===== src/rtl/minbal_sched.sv =====
// Round-robin front end sharing one chunked ones/zeros counter between N_REQ requesters.
// Optional early exit on threshold satisfaction is enabled by defining MINBAL_EARLY_EXIT_EN.
module minbal_sched #(
  parameter int N_REQ   = 4,
  parameter int DATA_W  = 32,
  parameter int CHUNK_W = 8,
  parameter int CNT_W   = $clog2(DATA_W + 1),
  parameter int ID_W    = $clog2(N_REQ)
) (
  input  logic                      clk,
  input  logic                      reset_n,
  input  logic [N_REQ-1:0]          req_valid,
  input  logic [N_REQ*DATA_W-1:0]   req_value,
  output logic [N_REQ-1:0]          req_ready,
  input  logic [CNT_W-1:0]          thr_ones,
  input  logic [CNT_W-1:0]          thr_zeros,
  output logic                      res_valid,
  input  logic                      res_ready,
  output logic                      res_pass,
  output logic [ID_W-1:0]           res_id,
  output logic [CNT_W-1:0]          res_ones,
  output logic [CNT_W-1:0]          res_zeros,
  output logic                      busy
);

  localparam int N_CHUNK = DATA_W / CHUNK_W;

  typedef enum logic [1:0] {
    ST_IDLE  = 2'd0,
    ST_COUNT = 2'd1,
    ST_DONE  = 2'd2
  } state_t;

  function automatic logic [CNT_W-1:0] popcount(input logic [CHUNK_W-1:0] v);
    logic [CNT_W-1:0] c;
    c = '0;
    for (int i = 0; i < CHUNK_W; i++) begin
      c = c + CNT_W'(v[i]);
    end
    return c;
  endfunction

  state_t            state_r;
  logic [ID_W-1:0]   rr_ptr_r;
  logic [ID_W-1:0]   id_r;
  logic [DATA_W-1:0] word_r;
  logic [CNT_W-1:0]  thr_ones_r;
  logic [CNT_W-1:0]  thr_zeros_r;
  logic [CNT_W-1:0]  ones_r;
  logic [CNT_W-1:0]  zeros_r;
  logic [CNT_W-1:0]  chunk_cnt_r;

  logic              grant_found_s;
  logic [ID_W-1:0]   grant_id_s;
  logic [ID_W-1:0]   cand_s;
  logic              hit_s;
  logic [N_REQ-1:0]  grant_oh_s;
  logic [DATA_W-1:0] grant_word_s;
  logic              accept_s;
  logic [CNT_W-1:0]  chunk_ones_s;
  logic [CNT_W-1:0]  ones_nxt_s;
  logic [CNT_W-1:0]  zeros_nxt_s;
  logic              last_chunk_s;
  logic              pass_nxt_s;
  logic              exit_s;

  // Search for the first valid requester at or after the round-robin pointer.
  always_comb begin
    grant_found_s = 1'b0;
    grant_id_s    = '0;
    cand_s        = '0;
    hit_s         = 1'b0;
    for (int k = 0; k < N_REQ; k++) begin
      cand_s        = ID_W'((int'(rr_ptr_r) + k) % N_REQ);
      hit_s         = req_valid[cand_s] & ~grant_found_s;
      grant_id_s    = hit_s ? cand_s : grant_id_s;
      grant_found_s = grant_found_s | hit_s;
    end
  end

  // Select the granted requester's word with constant slice bases.
  always_comb begin
    grant_word_s = '0;
    for (int k = 0; k < N_REQ; k++) begin
      grant_word_s = (grant_id_s == ID_W'(k)) ? req_value[k*DATA_W +: DATA_W] : grant_word_s;
    end
  end

  assign grant_oh_s = grant_found_s ? ({{(N_REQ-1){1'b0}}, 1'b1} << grant_id_s) : '0;
  // Gating with reset_n keeps the grant low while reset is held even with valids pending.
  assign req_ready  = ((state_r == ST_IDLE) && reset_n) ? grant_oh_s : '0;
  assign accept_s   = (state_r == ST_IDLE) && grant_found_s;
  assign busy       = (state_r != ST_IDLE);

  // Per-chunk accumulation and the exit decision for the COUNT state.
  always_comb begin
    chunk_ones_s = popcount(word_r[CHUNK_W-1:0]);
    ones_nxt_s   = ones_r + chunk_ones_s;
    zeros_nxt_s  = zeros_r + (CNT_W'(CHUNK_W) - chunk_ones_s);
    last_chunk_s = (chunk_cnt_r == CNT_W'(N_CHUNK - 1));
    pass_nxt_s   = (ones_nxt_s >= thr_ones_r) && (zeros_nxt_s >= thr_zeros_r);
`ifdef MINBAL_EARLY_EXIT_EN
    exit_s       = last_chunk_s | pass_nxt_s;
`else
    exit_s       = last_chunk_s;
`endif
  end

  // Scheduler FSM with registered result outputs.
  always_ff @(posedge clk or negedge reset_n) begin
    if (!reset_n) begin
      state_r     <= ST_IDLE;
      rr_ptr_r    <= '0;
      id_r        <= '0;
      word_r      <= '0;
      thr_ones_r  <= '0;
      thr_zeros_r <= '0;
      ones_r      <= '0;
      zeros_r     <= '0;
      chunk_cnt_r <= '0;
      res_valid   <= 1'b0;
      res_pass    <= 1'b0;
      res_id      <= '0;
      res_ones    <= '0;
      res_zeros   <= '0;
    end else begin
      case (state_r)
        ST_IDLE: begin
          if (accept_s) begin
            word_r      <= grant_word_s;
            id_r        <= grant_id_s;
            thr_ones_r  <= thr_ones;
            thr_zeros_r <= thr_zeros;
            ones_r      <= '0;
            zeros_r     <= '0;
            chunk_cnt_r <= '0;
            rr_ptr_r    <= (grant_id_s == ID_W'(N_REQ - 1)) ? '0 : grant_id_s + 1'b1;
            state_r     <= ST_COUNT;
          end else begin
            state_r     <= ST_IDLE;
          end
        end
        ST_COUNT: begin
          ones_r      <= ones_nxt_s;
          zeros_r     <= zeros_nxt_s;
          word_r      <= word_r >> CHUNK_W;
          chunk_cnt_r <= chunk_cnt_r + 1'b1;
          if (exit_s) begin
            res_valid <= 1'b1;
            res_pass  <= pass_nxt_s;
            res_id    <= id_r;
            res_ones  <= ones_nxt_s;
            res_zeros <= zeros_nxt_s;
            state_r   <= ST_DONE;
          end else begin
            state_r   <= ST_COUNT;
          end
        end
        ST_DONE: begin
          if (res_ready) begin
            res_valid <= 1'b0;
            state_r   <= ST_IDLE;
          end else begin
            state_r   <= ST_DONE;
          end
        end
        default: begin
          res_valid <= 1'b0;
          state_r   <= ST_IDLE;
        end
      endcase
    end
  end

endmodule

===== config.mk =====
export PLATFORM = sky130hd
export DESIGN_NAME = minbal_sched
export DESIGN_NICKNAME = d
export VERILOG_FILES = /design/src/rtl/minbal_sched.sv
export SDC_FILE = /design/constraint.sdc
export NUM_CORES = 1
export LEC_CHECK = 0
export ABC_AREA = 1
export CAP_MARGIN = 40
export CORE_AREA = 3 3 108 110
export CTS_BUF_LIST = sky130_fd_sc_hd__clkbuf_8
export CTS_CLUSTER_SIZE = 8
export DETAILED_ROUTE_END_ITERATION = 8
export DIE_AREA = 0 0 111 113
export GPL_TIMING_DRIVEN = 0
export PLACE_DENSITY = 0.88
export SYNTH_ARGS = -nofsm -noshare
export SYNTH_HDL_FRONTEND = slang
export SYNTH_SLANG_ARGS = --single-unit

===== constraint.sdc =====
create_clock -name clk -period 15.05 [get_ports clk]
set_clock_uncertainty 0.05 [all_clocks]
set_input_delay 1.505 -clock clk [delete_from_list [all_inputs] [get_ports clk]]
set_output_delay 1.505 -clock clk [all_outputs]
set_load 0.005 [all_outputs]

After elaboration in Yosys (flattened, before gate mapping)

Index checks and enable logic that the tools add are counted.
W data, S select, Z words.

Add/subtract/negate cells: 15
Multipliers: 0
Div/mod/pow operators: 0
Order comparisons: 6
Equal/unequal tests: 9
Shifts and indexed selects: 1
Muxes and demuxes: 32
Bitwise logic cells: 10
Reductions and logical operators: 11

Operator list:

| cell                  | count |
|---|---|
| $mux W32              | 5 |
| $pmux W32 S2          | 1 |
| $pmux W6 S2           | 3 |
| $mux W2               | 7 |
| $add A6 B1 Y6         | 2 |
| $add A6 B6 Y6         | 2 |
| $ge A6 B6 Y1          | 2 |
| $lt A2 B3 Y1 const B  | 4 |
| $bmux W1 S2           | 4 |
| $mux W4               | 2 |
| $mux W1               | 7 |
| $add A5 B1 Y6         | 1 |
| $add A6 B1 Y6 const B | 1 |
| $eq A2 B2 Y1 const B  | 3 |
| $eq A6 B2 Y1 const B  | 1 |
| $mux W6               | 1 |
| $ne A2 B2 Y1 const B  | 3 |
| $pmux W2 S3           | 1 |
| $reduce_and A2 Y1     | 3 |
| $sub A4 B6 Y6 const A | 1 |
| $add A4 B1 Y5         | 1 |
| $add A2 B1 Y2 const B | 2 |
| $add A2 B2 Y2 const B | 2 |
| $add A3 B1 Y4         | 1 |
| 12 further kinds      | 24 |

Flip-flop bits (word level): 84
Latch bits: 0
RAM bits: 0
ROM bits: 0
Input port bits: 147
Output and inout bits: 21
Word-level logic and storage cells: 98
Memories: 0

Logic depth before layout (Yosys ltp)

Depth in word-level cells: 18
Gate-level depth with buffers: 23
Gate-level depth less buffers: 23

Worst setup path after synthesis

Ideal clock, no wire load.

Path type: register to register
From: reg word_r[0]
To: reg res_pass
Library setup time: 117 ps
Data arrival time: 4572 ps
Required time: 14883 ps
Path slack: 10310 ps
Cell stages (with the launch flop): 22
Path buffers: 0
Clock period less this slack: 4740 ps
Cells stage by stage: dfrtp_1 -> fa_1 -> inv_1 -> fa_1 -> fa_1 -> inv_1 -> ha_1 -> fa_1 -> inv_1 -> ha_1 -> ha_1 -> fa_1 -> nand3_1 -> nand2_1 -> xor2_1 -> ha_1 -> nand2_1 -> inv_1 -> o211ai_1 -> o2111ai_1 -> nand3_1 -> nand2_1

Word-level cells in the longest chain between the ends: 11
Elaborated cells on any way between the ends: 13
Classes of those cells: 10 x add/sub; 2 x order compare; 1 x reduce/logical

RTL lines:

| element                     | line | source |
|---|---|---|
| from (decl)                 | 46   | `logic [DATA_W-1:0] word_r;` |
| from (signal assigned)      | 130  | `word_r <= grant_word_s;` |
| from (signal assigned)      | 146  | `word_r <= word_r >> CHUNK_W;` |
| $add A1 B1 Y2               | 38   | `c = c + CNT_W'(v[i]);` |
| $add A2 B1 Y3               | 38   |  |
| $add A3 B1 Y4               | 38   |  |
| $add A4 B1 Y5               | 38   |  |
| $add A5 B1 Y6               | 38   |  |
| $add A6 B1 Y6 (2 in series) | 38   |  |
| $sub A4 B6 Y6               | 99   | `zeros_nxt_s = zeros_r + (CNT_W'(CHUNK_W) - chunk_ones_s);` |
| $add A6 B6 Y6               | 99   |  |
| named net zeros_nxt_s[5]    | 62   | `logic [CNT_W-1:0] zeros_nxt_s;` |
| $ge A6 B6 Y1                | 101  | `pass_nxt_s = (ones_nxt_s >= thr_ones_r) && (zeros_nxt_s >= thr_zeros_r);` |
| $logic_and A1 B1 Y1         | 101  |  |
| to (signal assigned)        | 150  | `res_pass <= pass_nxt_s;` |
| to (decl)                   | 19   | `output logic res_pass,` |

The timed path passes the listed nets, and every way through them passes these cells.
A chain may end at the register's enable or synchronous reset.

Worst setup path after layout

From: in req_valid[1]
To: out req_ready[2]

Word-level cells in the longest chain between the ends: 14
Elaborated cells on any way between the ends: 24
Classes of those cells: 1 x shift; 14 x mux; 9 x bitwise

RTL lines:

| element                       | line | source |
|---|---|---|
| from (decl)                   | 12   | `input logic [N_REQ-1:0] req_valid,` |
| $bmux W1 S2                   | 75   | `hit_s = req_valid[cand_s] & ~grant_found_s;` |
| $mux W1 (implied by the code) | 75   |  |
| $not A1 Y1                    | 75   |  |
| $and A1 B1 Y1                 | 75   |  |
| $or A1 B1 Y1                  | 77   | `grant_found_s = grant_found_s \| hit_s;` |
| $not A1 Y1                    | 75   |  |
| $and A1 B1 Y1                 | 75   |  |
| $or A1 B1 Y1                  | 77   |  |
| $not A1 Y1                    | 75   |  |
| $and A1 B1 Y1                 | 75   |  |
| $mux W2 *                     | 76   | `grant_id_s = hit_s ? cand_s : grant_id_s;` |
| named net grant_id_s[1]       | 54   | `logic [ID_W-1:0] grant_id_s;` |
| $shl A1 B2 Y4 *               | 89   | `assign grant_oh_s = grant_found_s ? ({{(N_REQ-1){1'b0}}, 1'b1} << grant_id_s) : '0;` |
| $mux W4 *                     | 89   |  |
| $mux W4 *                     | 91   | `assign req_ready = ((state_r == ST_IDLE) && reset_n) ? grant_oh_s : '0;` |
| to (decl)                     | 14   | `output logic [N_REQ-1:0] req_ready,` |

The timed path passes the listed nets; every way through them passes the cells marked *. The select of a mux whose other input is x is not followed.

==> impl_metrics.tcl <==
set metrics [dict create \
    status "completed" \
    dieWidth_um 111 \
    hold_viol 0 \
    htreeDepth 3 \
    path_common_cell "nand3_1" \
    worst_slew_pin_slew_ns 0.570 \
    cts_buffer_depth 2 \
    ys.flop_type "dfrtp_1" \
    yosys-top-cells-area "dfrtp_1, nand2_1, ha_1" \
    clk_pin_slew_worst_paths_ns 0.08 \
    holdBufCountCts 0 \
    critPathCaptureType "output pin" \
    maxSlewHeadroom_pct 62.0 \
    grt_overflow 0 \
    seq_area_mm2 0.00210 \
    path_class "in2out" \
    first_pass_iters 5 \
    yosysUniqueCellTypes 35 \
    synth_edf_count 0 \
    insertion_delay_ns 0.36 \
    drtIter0Drc 345 \
    synth.ff_latch_count 84 \
    fin_crit_sh_pct 40.9 \
    finalWeightedCongestion 0.854 \
    grt_first_pass_wirelength_um 26200 \
    cts_root_buffer "clkbuf_8" \
    nFillCells 824 \
    vias 5892 \
    grt_start_max_net_pins 59 \
    fp-row-count 38 \
    grtUsageTotal_pct 25.2 \
    drv_slew 0 \
    routed_wl_um 16000 \
    start_util_pct 53.5 \
    max-cap-violations 0 \
    post-place-ws_ns 8.92 \
    layout_setup_ws_ns 8.89 \
    postCtsSetupBuffers 0 \
    cp_max_fo 10 \
    grt_pass1_vias 5817 \
    worst_ep_required_time_ns 13.50 \
    async_reset_ff_share_pct 100 \
    path_cells "clkdlybuf4s50_1 -> inv_1 -> nand2_1 -> nand3_1 -> nand2_2 -> nor2_4 -> nand3_1 -> nand3_1 -> nand2_1 -> inv_1 -> ha_1 -> buf_1 -> clkbuf_1 -> nand3_1 -> inv_1 -> clkdlybuf4s50_1" \
    ant_nets 0 \
    synth_area_leader_cell "dfrtp_1" \
    multiInputGateArea_mm2 0.00316 \
    setup_violations 0 \
    syn_inst 795 \
    crit_slowest_cell "clkdlybuf4s50_1" \
    syn_area_per_cell_um2 7.26 \
    die-area_mm2 0.0125 \
    port_buffers 167 \
    layout.nets 1159 \
    area_delta_synth_final_pct 35.4 \
    avgRoutedWirePerCell_um 14.3 \
    antenna_found_initial 0 \
    diodes 0 \
    ys_seq_area_share_pct 36.4 \
    cts_tree "yes" \
    synth_top_area_share_pct 36.4 \
    synth_area_mm2 0.00577 \
    io_pins 168 \
    arrival_ns 4.61 \
    fin_crit_ns 6.16 \
    core_mm2 0.0108 \
    syn_nets 980 \
    cpPeakStageDelay_ns 0.50 \
    min_path_type "reg2reg" \
    cts_sinks 84 \
    cts_buffers 9 \
    layout-drive-gt1-share_pct 5.72 \
    route.detailed.drc 0 \
    fmax_mhz 162 \
    die_h_um 113 \
    ys_warn_count 0 \
    grt_setup_unrepaired "no" \
    hpwl_um 12700 \
    viasPerCell 5.27 \
    setup_tns_ns 0 \
    critPathLaunchType "input pin" \
    cts_resized 0 \
]
per-stage QoR:
stage,area (um^2),hold WS [ns],cells,utilization (%)
finish,7820,0.432,1119,72.4
global route,7820,0.459,1119,72.4
CTS,7820,0.432,1119,72.4
detailed placement,7650,0.415,1103,70.8
global placement,7620,0.407,1102,70.6
floorplan,5770,0.399,795,-
cells by family (layout without fill, tap and decap cells):
group	count (synthesis)	in the layout	share of synthesized area, %
AO/OA/AOI/OAI	157	157	15.9
adder cells (fa/ha/maj)	38	38	9.01
flip-flops	84	84	36.4
buffers and inverters	112	296	8.84
AND/OR/NAND/NOR	395	395	28.5
XOR/XNOR	9	9	1.37
sequential cells by signal (all words and copies together) (netlist names), 2 cells and up:
register	flops
ones_r	6
thr_ones_r	6
res_id	2
rr_ptr_r	2
res_ones	6
id_r	2
word_r	32
thr_zeros_r	6
zeros_r	6
chunk_cnt_r	6
res_zeros	6
state_r	2
synthesized netlist by cell type, drive strengths merged, types with 2 or more instances:
cell type  instances
o2111ai            2
o21bai             7
nor2              21
inv               66
clkbuf            26
nand4              3
dfrtp             84
xor2               5
a22oi              7
o211ai            26
nand3             64
o21ai             76
ha                32
a21oi             38
fa                 6
buf               20
nand2            304
xnor2              4
placed cells by master (no fill, tap or decap), types with 3 or more instances in the layout:
cell and n:
clkdlybuf4s50_1 166, buf_4 5, nand4_1 3, o21bai_1 7, clkbuf_1 26, nor2_1 20
nand3_2 5, o211ai_1 26, o21ai_2 5, buf_6 6, inv_2 3, xnor2_1 4
nand2_2 3, a22oi_1 7, nand2_1 299, buf_2 6, nand3_1 58, inv_1 65
fa_1 6, dfrtp_1 84, clkbuf_8 10, xor2_1 5, a21oi_1 37, o21ai_0 60
o21ai_1 11, ha_1 32
worst max-delay path: cells and delay by family:
kind | cells | cell delay (ns)
buffers and inverters | 7 | 1.97
adders and majority gates | 1 | 0.23
and+or+nand+nor | 8 | 0.88
final timing paths:
check	startpoint	endpoint	slack, ns	cells past startpoint
setup / recovery	req_valid[1]	req_ready[2]	8.89	16
hold / removal	res_zeros[2]	res_zeros[2]	0.43	2
setup reg to reg	word_r[0]	res_pass	9.98	21
hold reg to reg	res_zeros[2]	res_zeros[2]	0.43	2
max in group asynchronous	reset_n	res_zeros[2]	13.35	2
min in group asynchronous	reset_n	res_id[0]	1.01	1
final cells by class:
class	instances	share of cell area [%]
buffer	46	3.36
inverter	66	3.17
multi-input combinational	599	40.5
sequential	84	26.9
clock inverter	6	0.416
clock buffer	10	1.76
timing repair buffer	168	21.7
tap	140	2.24
routing by layer:
layer	GRT usage, %	share of wire, %
met1	32.1	41
met2	44.3	52
met3	4.65	5.2
met4	7.31	1.7
met5	0	0
Power is left out: the tool's default activity adds up to more than one toggle a clock period on the data nets, which glitch-free logic cannot reach.
==> variant: new RTL, same flow settings <==
Set the parameter `CHUNK_W` to 12 (it was 8).
--- a/src/rtl/minbal_sched.sv
+++ b/src/rtl/minbal_sched.sv
@@ -3,7 +3,7 @@
 module minbal_sched #(
   parameter int N_REQ   = 4,
   parameter int DATA_W  = 32,
-  parameter int CHUNK_W = 8,
+  parameter int CHUNK_W = 12,
   parameter int CNT_W   = $clog2(DATA_W + 1),
   parameter int ID_W    = $clog2(N_REQ)
 ) (
Formal check against the unedited RTL: not equivalent (a bounded check fails within 4 cycles, from zero or initial values and one cycle with reset_n low).
==> variant against the unedited design <==
Register-to-register slack worse by 0.71 ns. Largest cell class unchanged. Area after synthesis up 1.3%. Global-route usage up 2.3 points. Final area up 1.6%. Sequential cell count unchanged. Setup slack better by 0.23 ns. Highest routed layer unchanged. Routed wire length up 9.6%.
Power is not shown: default switching activity piles up to over one toggle a cycle in this logic, so the estimate is an artifact.
==> variant: results (changes against the unedited design) <==
| Metric | Value |
|---|---|
| Hpwl dp | `14100 um (was 12700 um)` |
| Largest net degree at the start of global routing | `60 (was 59)` |
| Multi-In Gates | `587 (was 599)` |
| Global-route met3 utilization | `6.90% (was 4.65%)` |
| Vias in the first global route | `6007 (was 5817)` |
| Status | `finished clean (unchanged)` |
| Met2 WL | `8940 um (was 8290 um)` |
| Clock-cell share | `2.84% (was 2.18%)` |
| Sequential cell area share | `26.5% (was 26.9%)` |
| Share of layout cells above drive strength 1 | `6.82% (was 5.72%)` |
| Clock buf count | `10 (unchanged)` |
| Post-synth top cells | `nand2_1, dfrtp_1, inv_1 (unchanged)` |
| Multi-input combinational area share | `40.2% (was 40.5%)` |
| Crit. Startpoint | `req_valid[3] (was req_valid[1])` |
| First-pass GRT wire length | `27800 um (was 26200 um)` |
| Final nets | `1167 (was 1159)` |
| Top cells by area, synth | `dfrtp_1, nand2_1, ha_1 (unchanged)` |
| HP Start | `res_zeros[3]$_DFFE_PN0P_ (was res_zeros[2]$_DFFE_PN0P_)` |
| Met2 Use GR | `49.4% (was 44.3%)` |
| Worst R2R Path Depth | `22 (was 21)` |
| Syn nets | `988 (was 980)` |
| Hold worst-path end | `res_zeros[3]$_DFFE_PN0P_ (was res_zeros[2]$_DFFE_PN0P_)` |
| Worst setup endpoint | `req_ready[1] (was req_ready[2])` |
| R2r setup slk | `9.27 ns (was 9.98 ns)` |
| Gpl congestion | `0.947 (was 0.854)` |
| Met1 Usage GRT | `31.6% (was 32.1%)` |
| Data buffer area share | `24.4% (was 25.1%)` |
| Max incr delay on CP | `0.50 ns (about the same)` |
| Metal1 wirelength | `6800 um (was 6590 um)` |
| Worst Path Arrival | `4.37 ns (was 4.61 ns)` |
| Total GRT Usage | `27.5% (was 25.2%)` |
| Synth cell types | `36 (was 35)` |
| Post-synthesis sequential area ratio | `36.0% (was 36.4%)` |
| Fill count | `858 (was 824)` |
| Drt total wl | `17500 um (was 16000 um)` |
| Drt initial violations | `403 (was 345)` |
==> variant: cell types whose count changed after synthesis, sizes merged, moves of 6 or more <==
cell	change
nand2	-35
a21oi	+9
o21bai	-7
inv	+15
nand3	+6
nor2	+10
==> variant: logic make-up after synthesis <==
| kind of cell | share of synthesized area (%) |
|---|---|
| AO/OA/AOI/OAI | 15.2 |
| XOR/XNOR | 1.05 |
| adder cells (fa/ha/maj) | 10.4 |
| buffers and inverters | 9.42 |
| flip-flops | 36.0 |
| AND/OR/NAND/NOR | 28.0 |
==> variant: stage by stage <==
step	setup WS, ns	std cells	hold slack (ns)	cell area [sq um]
2_1_floorplan	9.76	798	0.399	5850
3_3_place_gp	7.53	1105	0.405	7690
3_5_place_dp	9.11	1106	0.412	7720
4_1_cts	9.11	1122	0.432	7940
5_1_grt	8.77	1122	0.462	7940
6_report	9.12	1122	0.430	7940
==> variant: worst min-delay path: stages, from the launching register on <==
cell,delay (ns)
dfrtp_1,0.35
nand2_1,0.05
nand2_1,0.05
